$ cat config.mk
export PLATFORM = sky130hd
export DESIGN_NAME = ternary_matvec_seq
export DESIGN_NICKNAME = d
export VERILOG_FILES = /design/src/rtl/config_pkg.sv /design/src/rtl/ternary_mac_lane.sv /design/src/rtl/ternary_matvec_seq.sv
export SDC_FILE = /design/constraint.sdc
export NUM_CORES = 1
export LEC_CHECK = 0
export ABC_AREA = 1
export BUFFER_PORTS_ARGS = -buffer_cell sky130_fd_sc_hd__buf_2
export CORE_UTILIZATION = 63
export DETAILED_ROUTE_END_ITERATION = 6
export PLACE_DENSITY = 0.85
export SLEW_MARGIN = 20
export SYNTH_ARGS = -nofsm -noshare
export SYNTH_HDL_FRONTEND = slang
export SYNTH_HIERARCHICAL = 1
export SYNTH_SLANG_ARGS = --single-unit
$ cat constraint.sdc
create_clock -name clk_i -period 10.1 [get_ports clk_i]
set_clock_uncertainty 0.05 [all_clocks]
set_input_delay 2.02 -clock clk_i [delete_from_list [all_inputs] [get_ports clk_i]]
set_output_delay 2.02 -clock clk_i [all_outputs]
set_load 0.005 [all_outputs]
$ cat src/rtl/config_pkg.sv
// Shared types and arithmetic helpers for the ternary mat-vec datapath.
// Q5.3 fixed point values are carried as raw 8-bit signed integers.
package config_pkg;

  localparam int D = 4;

  typedef logic signed [7:0] fixed_point_t;
  typedef logic signed [1:0] ternary_t;
  typedef ternary_t [D-1:0][D-1:0] ternary_matrix_t;
  typedef fixed_point_t [D-1:0] vector_t;

  typedef enum logic [1:0] {IDLE, COMPUTE, DONE} matvec_state_t;
  typedef logic [$clog2(D)-1:0] col_idx_t;

  localparam fixed_point_t FP_MAX = 8'sh7f;
  localparam fixed_point_t FP_MIN = 8'sh80;

  localparam ternary_t T_ZERO    = 2'b00;
  localparam ternary_t T_POS     = 2'b01;
  localparam ternary_t T_ILLEGAL = 2'b10;
  localparam ternary_t T_NEG     = 2'b11;

  function automatic logic ternary_is_legal(ternary_t w);
    return w != T_ILLEGAL;
  endfunction

  function automatic logic [8:0] wide_sum(fixed_point_t a, fixed_point_t b);
    return {a[7], a} + {b[7], b};
  endfunction

  // The 9-bit sum leaves [-128, 127] exactly when its top two bits differ.
  function automatic logic add_saturates(fixed_point_t a, fixed_point_t b);
    logic [8:0] s;
    s = wide_sum(a, b);
    return s[8] != s[7];
  endfunction

  function automatic fixed_point_t fixed_point_add(fixed_point_t a, fixed_point_t b);
    logic [8:0] s;
    s = wide_sum(a, b);
    if (s[8] != s[7]) return s[8] ? FP_MIN : FP_MAX;
    return fixed_point_t'(s[7:0]);
  endfunction

  // Negating -128 has no 8-bit representation, so it clamps to +127.
  // The illegal code behaves as zero.
  function automatic fixed_point_t ternary_mul(ternary_t w, fixed_point_t x);
    case (w)
      T_POS:   return x;
      T_NEG:   return (x == FP_MIN) ? FP_MAX : -x;
      default: return '0;
    endcase
  endfunction

endpackage

$ cat src/rtl/ternary_mac_lane.sv
// One row accumulator: adds ternary_mul(w, x) each enabled cycle with
// saturation, and keeps a sticky flag recording any clamped step.
module ternary_mac_lane
  import config_pkg::*;
(
  input  logic         clk_i,
  input  logic         rst_ni,
  input  logic         clear_i,
  input  logic         en_i,
  input  ternary_t     w_i,
  input  fixed_point_t x_i,
  output fixed_point_t acc_o,
  output logic         sat_o
);

  fixed_point_t acc_q, acc_d, prod;
  logic         sat_q, sat_d;

  always_comb begin
    prod  = ternary_mul(w_i, x_i);
    acc_d = acc_q;
    sat_d = sat_q;
    if (clear_i) begin
      acc_d = '0;
      sat_d = 1'b0;
    end else if (en_i) begin
      acc_d = fixed_point_add(acc_q, prod);
      sat_d = sat_q | add_saturates(acc_q, prod);
    end
  end

  always_ff @(posedge clk_i) begin
    if (!rst_ni) begin
      acc_q <= '0;
      sat_q <= 1'b0;
    end else begin
      acc_q <= acc_d;
      sat_q <= sat_d;
    end
  end

  assign acc_o = acc_q;
  assign sat_o = sat_q;

endmodule

$ cat src/rtl/ternary_matvec_seq.sv
// Sequencer for y = W*x: latches one job, walks one column of W per cycle
// across D saturating lanes, then holds y until the consumer takes it.
module ternary_matvec_seq
  import config_pkg::*;
(
  input  logic            clk_i,
  input  logic            rst_ni,
  input  logic            flush_i,
  input  logic            in_valid_i,
  output logic            in_ready_o,
  input  ternary_matrix_t in_w_i,
  input  vector_t         in_x_i,
  output logic            out_valid_o,
  input  logic            out_ready_i,
  output vector_t         out_y_o,
  output logic [D-1:0]    sat_o,
  output logic            err_o,
  output logic            busy_o
);

  localparam col_idx_t LAST_COL = col_idx_t'(D - 1);

  matvec_state_t   state_q, state_d;
  col_idx_t        col_q, col_d;
  ternary_matrix_t w_q, w_d;
  vector_t         x_q, x_d;
  logic            err_q, err_d;
  logic            accept, col_illegal, lane_clear, lane_en;

  always_ff @(posedge clk_i) begin
    if (!rst_ni) begin
      state_q <= IDLE;
      col_q   <= '0;
      w_q     <= '0;
      x_q     <= '0;
      err_q   <= 1'b0;
    end else begin
      state_q <= state_d;
      col_q   <= col_d;
      w_q     <= w_d;
      x_q     <= x_d;
      err_q   <= err_d;
    end
  end

  always_comb begin
    col_illegal = 1'b0;
    for (int i = 0; i < D; i++) begin
      if (!ternary_is_legal(w_q[i][col_q])) col_illegal = 1'b1;
    end
  end

  // Flush overrides everything, including an accept or output handshake.
  always_comb begin
    state_d = state_q;
    col_d   = col_q;
    w_d     = w_q;
    x_d     = x_q;
    err_d   = err_q;
    if (flush_i) begin
      state_d = IDLE;
      col_d   = '0;
      err_d   = 1'b0;
    end else begin
      case (state_q)
        IDLE: begin
          if (in_valid_i) begin
            state_d = COMPUTE;
            w_d     = in_w_i;
            x_d     = in_x_i;
            col_d   = '0;
            err_d   = 1'b0;
          end
        end
        COMPUTE: begin
          err_d = err_q | col_illegal;
          col_d = col_q + col_idx_t'(1);
          if (col_q == LAST_COL) state_d = DONE;
        end
        DONE: begin
          if (out_ready_i) state_d = IDLE;
        end
        default: state_d = IDLE;
      endcase
    end
  end

  always_comb begin
    in_ready_o  = rst_ni && (state_q == IDLE) && !flush_i;
    out_valid_o = (state_q == DONE);
    busy_o      = (state_q == COMPUTE) || (state_q == DONE);
    accept      = (state_q == IDLE) && in_valid_i && !flush_i;
    lane_clear  = accept || flush_i;
    lane_en     = (state_q == COMPUTE) && !flush_i;
    err_o       = err_q;
  end

  for (genvar i = 0; i < D; i++) begin : g_lane
    ternary_mac_lane u_lane (
      .clk_i   (clk_i),
      .rst_ni  (rst_ni),
      .clear_i (lane_clear),
      .en_i    (lane_en),
      .w_i     (w_q[i][col_q]),
      .x_i     (x_q[col_q]),
      .acc_o   (out_y_o[i]),
      .sat_o   (sat_o[i])
    );
  end

endmodule

==> impl_table.tex <==
\begin{tabular}{lr}
\hline
Metric & Value \\
\hline
\multicolumn{2}{l}{\textbf{Routing}} \\
\quad Total Routed Length & approximately 17000 um \\
\quad Initial detailed-routing violation count & 602 \\
\quad Detailed-route wire length on metal 1 & about 8000 um \\
\quad Total number of vias & a little over 7000 \\
\quad DR pass1 iterations & 5 \\
\quad Max Used Layer & met4 \\
\quad Wire length on met2 & approximately 8000 um \\
\quad Post-DRT Antenna Nets & 0 \\
\quad Metal3 WL & $\sim$930 um \\
\quad Drt wl/cell & about 13 um \\
\quad Vias per cell & $\sim$5.4 \\
\quad Remaining routing DRC violations & 0 \\
\multicolumn{2}{l}{\textbf{Setup path}} \\
\quad Worst EP arrival & about 3.4 ns \\
\quad Critical Path Fanout Max & a little under 70 \\
\quad Worst Setup Start Kind & input pin \\
\quad Req. time, crit path & 8.03 ns \\
\quad Type of destination of the critical path & output pin \\
\quad Type of the worst setup path & input pin to output pin \\
\quad Reg2Reg Launch Point & col\_q[1] \\
\quad Setup crit start & rst\_ni \\
\multicolumn{2}{l}{\textbf{Finish}} \\
\quad Cell area after layout & 8060 um\^{}2 \\
\quad Area taken by multi-input logic gates & 4410 um\^{}2 \\
\quad Fill count & a little under 1000 \\
\quad Non-Filler Instances & around 1300 \\
\quad Count of inserted antenna diode cells & 0 \\
\quad Net count, final & 1292 \\
\quad Register cell area after layout & approximately 2100 um\^{}2 \\
\quad Share of final-layout standard cells stronger than drive strength 1 & 17.3\% \\
\quad Layout Area Growth over Synthesis & 11.4\% \\
\multicolumn{2}{l}{\textbf{Yosys}} \\
\quad Count of cell types in the netlist & 37 \\
\quad Sequential share of the synthesized area & $\sim$29\% \\
\quad Post-synthesis cell area & 7230 um\^{}2 \\
\quad Number of warning messages in the yosys log & 6 \\
\quad Synthesized area per cell & approximately 6.7 um\^{}2 \\
\quad Number of cells produced by synthesis & $\sim$1100 \\
\quad Mapped Nets & 1201 \\
\quad Number of register bits inferred by synthesis & between 100 and 150 \\
\multicolumn{2}{l}{\textbf{Global routing}} \\
\quad Global routing usage summed across all routing layers & roughly 30\% \\
\quad Via count of the first global-routing pass & between 6000 and 7000 \\
\quad Initial antenna violation count & 0 \\
\quad Pin count of the biggest net entering global routing & 70 \\
\quad First-pass GRT wire length & around 28000 um \\
\quad Remaining global-route overflow & 0 \\
\multicolumn{2}{l}{\textbf{STA}} \\
\quad Total negative slack & 0 ns \\
\quad Headroom to the max-slew limit & 25.4\% \\
\quad Final count of negative-setup-slack endpoints & 0 \\
\quad Number of max-slew violations in the final report & 0 \\
\quad Fmax & roughly 180 MHz \\
\quad Setup repair after global routing missed its margin & no \\
\quad Final min period & roughly 5.5 ns \\
\quad Worst slew pin tran & between 1 and 1.5 ns \\
\quad Final period util & between 50 and 60\% \\
\quad Fin. Hold Viols & 0 \\
\multicolumn{2}{l}{\textbf{Clock tree}} \\
\quad Buffers from clock root to sink, at most & 2 \\
\quad Post-cts sizing count & 0 \\
\quad Clock latency of the later-clocked register in the worst-skew pair & between 0.3 and 0.4 ns \\
\quad CTS clock-pin slew for the worst setup and hold paths & $\sim$0.080 ns \\
\quad H-tree depth reported by CTS & 3 \\
\quad Number of post-CTS setup repair buffers & 0 \\
\quad Post-CTS Hold Fix Bufs & 0 \\
\quad Clock root buffer & clkbuf\_16 \\
\quad CTS tree & built \\
\quad Sinks on Clock Net & 105 \\
\quad Number of buffers added by the clock tree synthesis step & 9 \\
\multicolumn{2}{l}{\textbf{Placement}} \\
\quad Count of buffers from port buffering & about 110 \\
\quad RePlAce Congestion & around 0.9 \\
\quad Placed cell count & around 1300 \\
\quad Dpl hpwl & 12200 um \\
\quad Placed inst area & 7770 um\^{}2 \\
\multicolumn{2}{l}{\textbf{Power and ir drop}} \\
\quad Static leakage power & slightly below 0.004 uW \\
\quad Pwr per Cell Area & 125 nW/um\^{}2 \\
\quad Largest voltage drop on the vdd net & 113 uV \\
\multicolumn{2}{l}{\textbf{Worst hold path}} \\
\quad Hold Path Class & flop to flop \\
\quad Hold path startpoint & w\_q[3] \\
\multicolumn{2}{l}{\textbf{Floorplan}} \\
\quad Initial core utilization & between 60\% and 70\% \\
\quad Core region area & approximately 11000 um\^{}2 \\
\quad Total die area & around 12000 um\^{}2 \\
\quad Die X & between 100 and 150 um \\
\quad Top Ports & about 110 \\
\quad Die H & 109 um \\
\quad Row count & 38 \\
\multicolumn{2}{l}{\textbf{Job}} \\
\quad Max capacitance violation total & 0 \\
\multicolumn{2}{l}{\textbf{Status}} \\
\quad Outcome & finished clean \\
\hline
\end{tabular}
[flip-flops by register name, indices dropped and copies added, names as in the netlist]
signal               count
w_q                     32
g_lane.u_lane/acc_o     32
g_lane.u_lane/sat_o      4
col_q                    2
state_q                  2
x_q                     32
err_o                    1
[synthesized netlist by cell type]
library cell	n	share of area, %
a211oi_1	1	0.10
a21boi_4	4	1.0
a21oi_1	68	4.7
a21oi_2	4	0.48
a21oi_4	4	0.90
buf_2	7	0.48
buf_4	3	0.31
buf_6	10	1.6
clkbuf_1	14	0.73
clkinv_4	1	0.12
dfxtp_1	105	29
fa_1	4	1.1
ha_1	41	7.1
inv_1	128	6.6
inv_2	1	0.052
inv_4	1	0.087
nand2_1	202	10
nand2_2	33	2.9
nand2_4	4	0.62
nand3_1	56	3.9
nand3_2	5	0.69
nor2_1	169	8.8
nor2_2	4	0.35
nor2_4	1	0.16
nor3_1	4	0.28
nor4_1	4	0.35
o211ai_1	8	0.83
o21ai_0	135	9.3
o21ai_1	2	0.14
o221ai_1	5	0.61
o22ai_1	8	0.69
o31ai_1	4	0.42
or2_0	1	0.087
or2_1	5	0.43
or2_2	13	1.1
xnor2_1	16	1.9
xor2_1	12	1.5
[worst max-delay path, cell delays in order]
cell	delay, ns
buf_2	0.72
inv_1	0.09
nor2_1	0.20
inv_1	0.10
nor2_1	0.10
buf_2	0.13
[layout by cell type (no fill, tap or decap), types with 2 or more instances in the layout]
| cell type | netlist | layout |
|---|---|---|
| a21boi_4 | 4 | 4 |
| a21oi_1 | 68 | 68 |
| a21oi_2 | 4 | 4 |
| a21oi_4 | 4 | 4 |
| buf_2 | 7 | 108 |
| buf_4 | 3 | 6 |
| clkbuf_16 | 0 | 9 |
| clkinv_4 | 1 | 2 |
| dfxtp_1 | 105 | 105 |
| fa_1 | 4 | 4 |
| ha_1 | 41 | 41 |
| inv_1 | 128 | 128 |
| inv_6 | 0 | 2 |
| inv_8 | 0 | 2 |
| nand2_1 | 202 | 202 |
| nand2_2 | 33 | 33 |
| nand2_4 | 4 | 4 |
| nand3_1 | 56 | 56 |
| nand3_2 | 5 | 5 |
| nor2_1 | 169 | 168 |
| nor2_2 | 4 | 5 |
| nor3_1 | 4 | 4 |
| nor4_1 | 4 | 4 |
| o211ai_1 | 8 | 8 |
| o21ai_0 | 135 | 135 |
| o21ai_1 | 2 | 2 |
| o221ai_1 | 5 | 5 |
| o22ai_1 | 8 | 8 |
| o31ai_1 | 4 | 4 |
| or2_1 | 5 | 5 |
| or2_2 | 13 | 13 |
| xnor2_1 | 16 | 16 |
| xor2_1 | 12 | 12 |
[power breakdown]
group | switching, uW | internal [uW] | leakage, uW | total [uW]
clock network | 176 | 173 | 0.000138 | 349
logic | 135 | 73.5 | 0.00298 | 209
registers | 10.3 | 437 | 0.000858 | 447
[cells by family after synthesis]
kind of cell / Yosys count / synth area share (%)
buf+inv: 165 / 9.99
fa+ha+maj: 45 / 8.20
compound gates: 243 / 19.3
xor+xnor: 28 / 3.39
flops: 105 / 29.1
simple gates: 501 / 30.1
[metrics by stage]
step | power, uW | setup slack (ns) | hold slack [ns] | util (%)
after floorplan | 610 | 5.67 | 0.379 | -
after global placement | 657 | 4.62 | 0.385 | 70.4
after detailed placement | 661 | 4.67 | 0.387 | 70.4
after CTS | 1000 | 4.67 | 0.406 | 73.0
after global routing | 1050 | 4.53 | 0.425 | 73.0
final | 1000 | 4.61 | 0.405 | 73.0
[final timing paths]
check | to | slack [ns] | cells past startpoint
min reg2reg | w_q[3] | 0.41 | 2
max | in_ready_o | 4.61 | 6
min | w_q[3] | 0.41 | 2
max reg2reg | g_lane[1].u_lane/acc_o[6] | 5.58 | 20
[cell type report]
cell class,count,area share (%)
multi-input cells,817,54.7
flip-flops and latches,105,26.1
repair buffers,114,7.27
inverters,131,6.20
clock buffers,10,2.84
well taps,140,2.17
clock inverters,6,0.699
[per-layer routing]
metal,vias to the layer above,track usage [%]
met2,228,50.4
met1,3214,38.4
met5,-,0
met4,0,12.2
li1,3699,-
met3,29,4.06
Note: power is estimated with default switching activity, not from simulation.
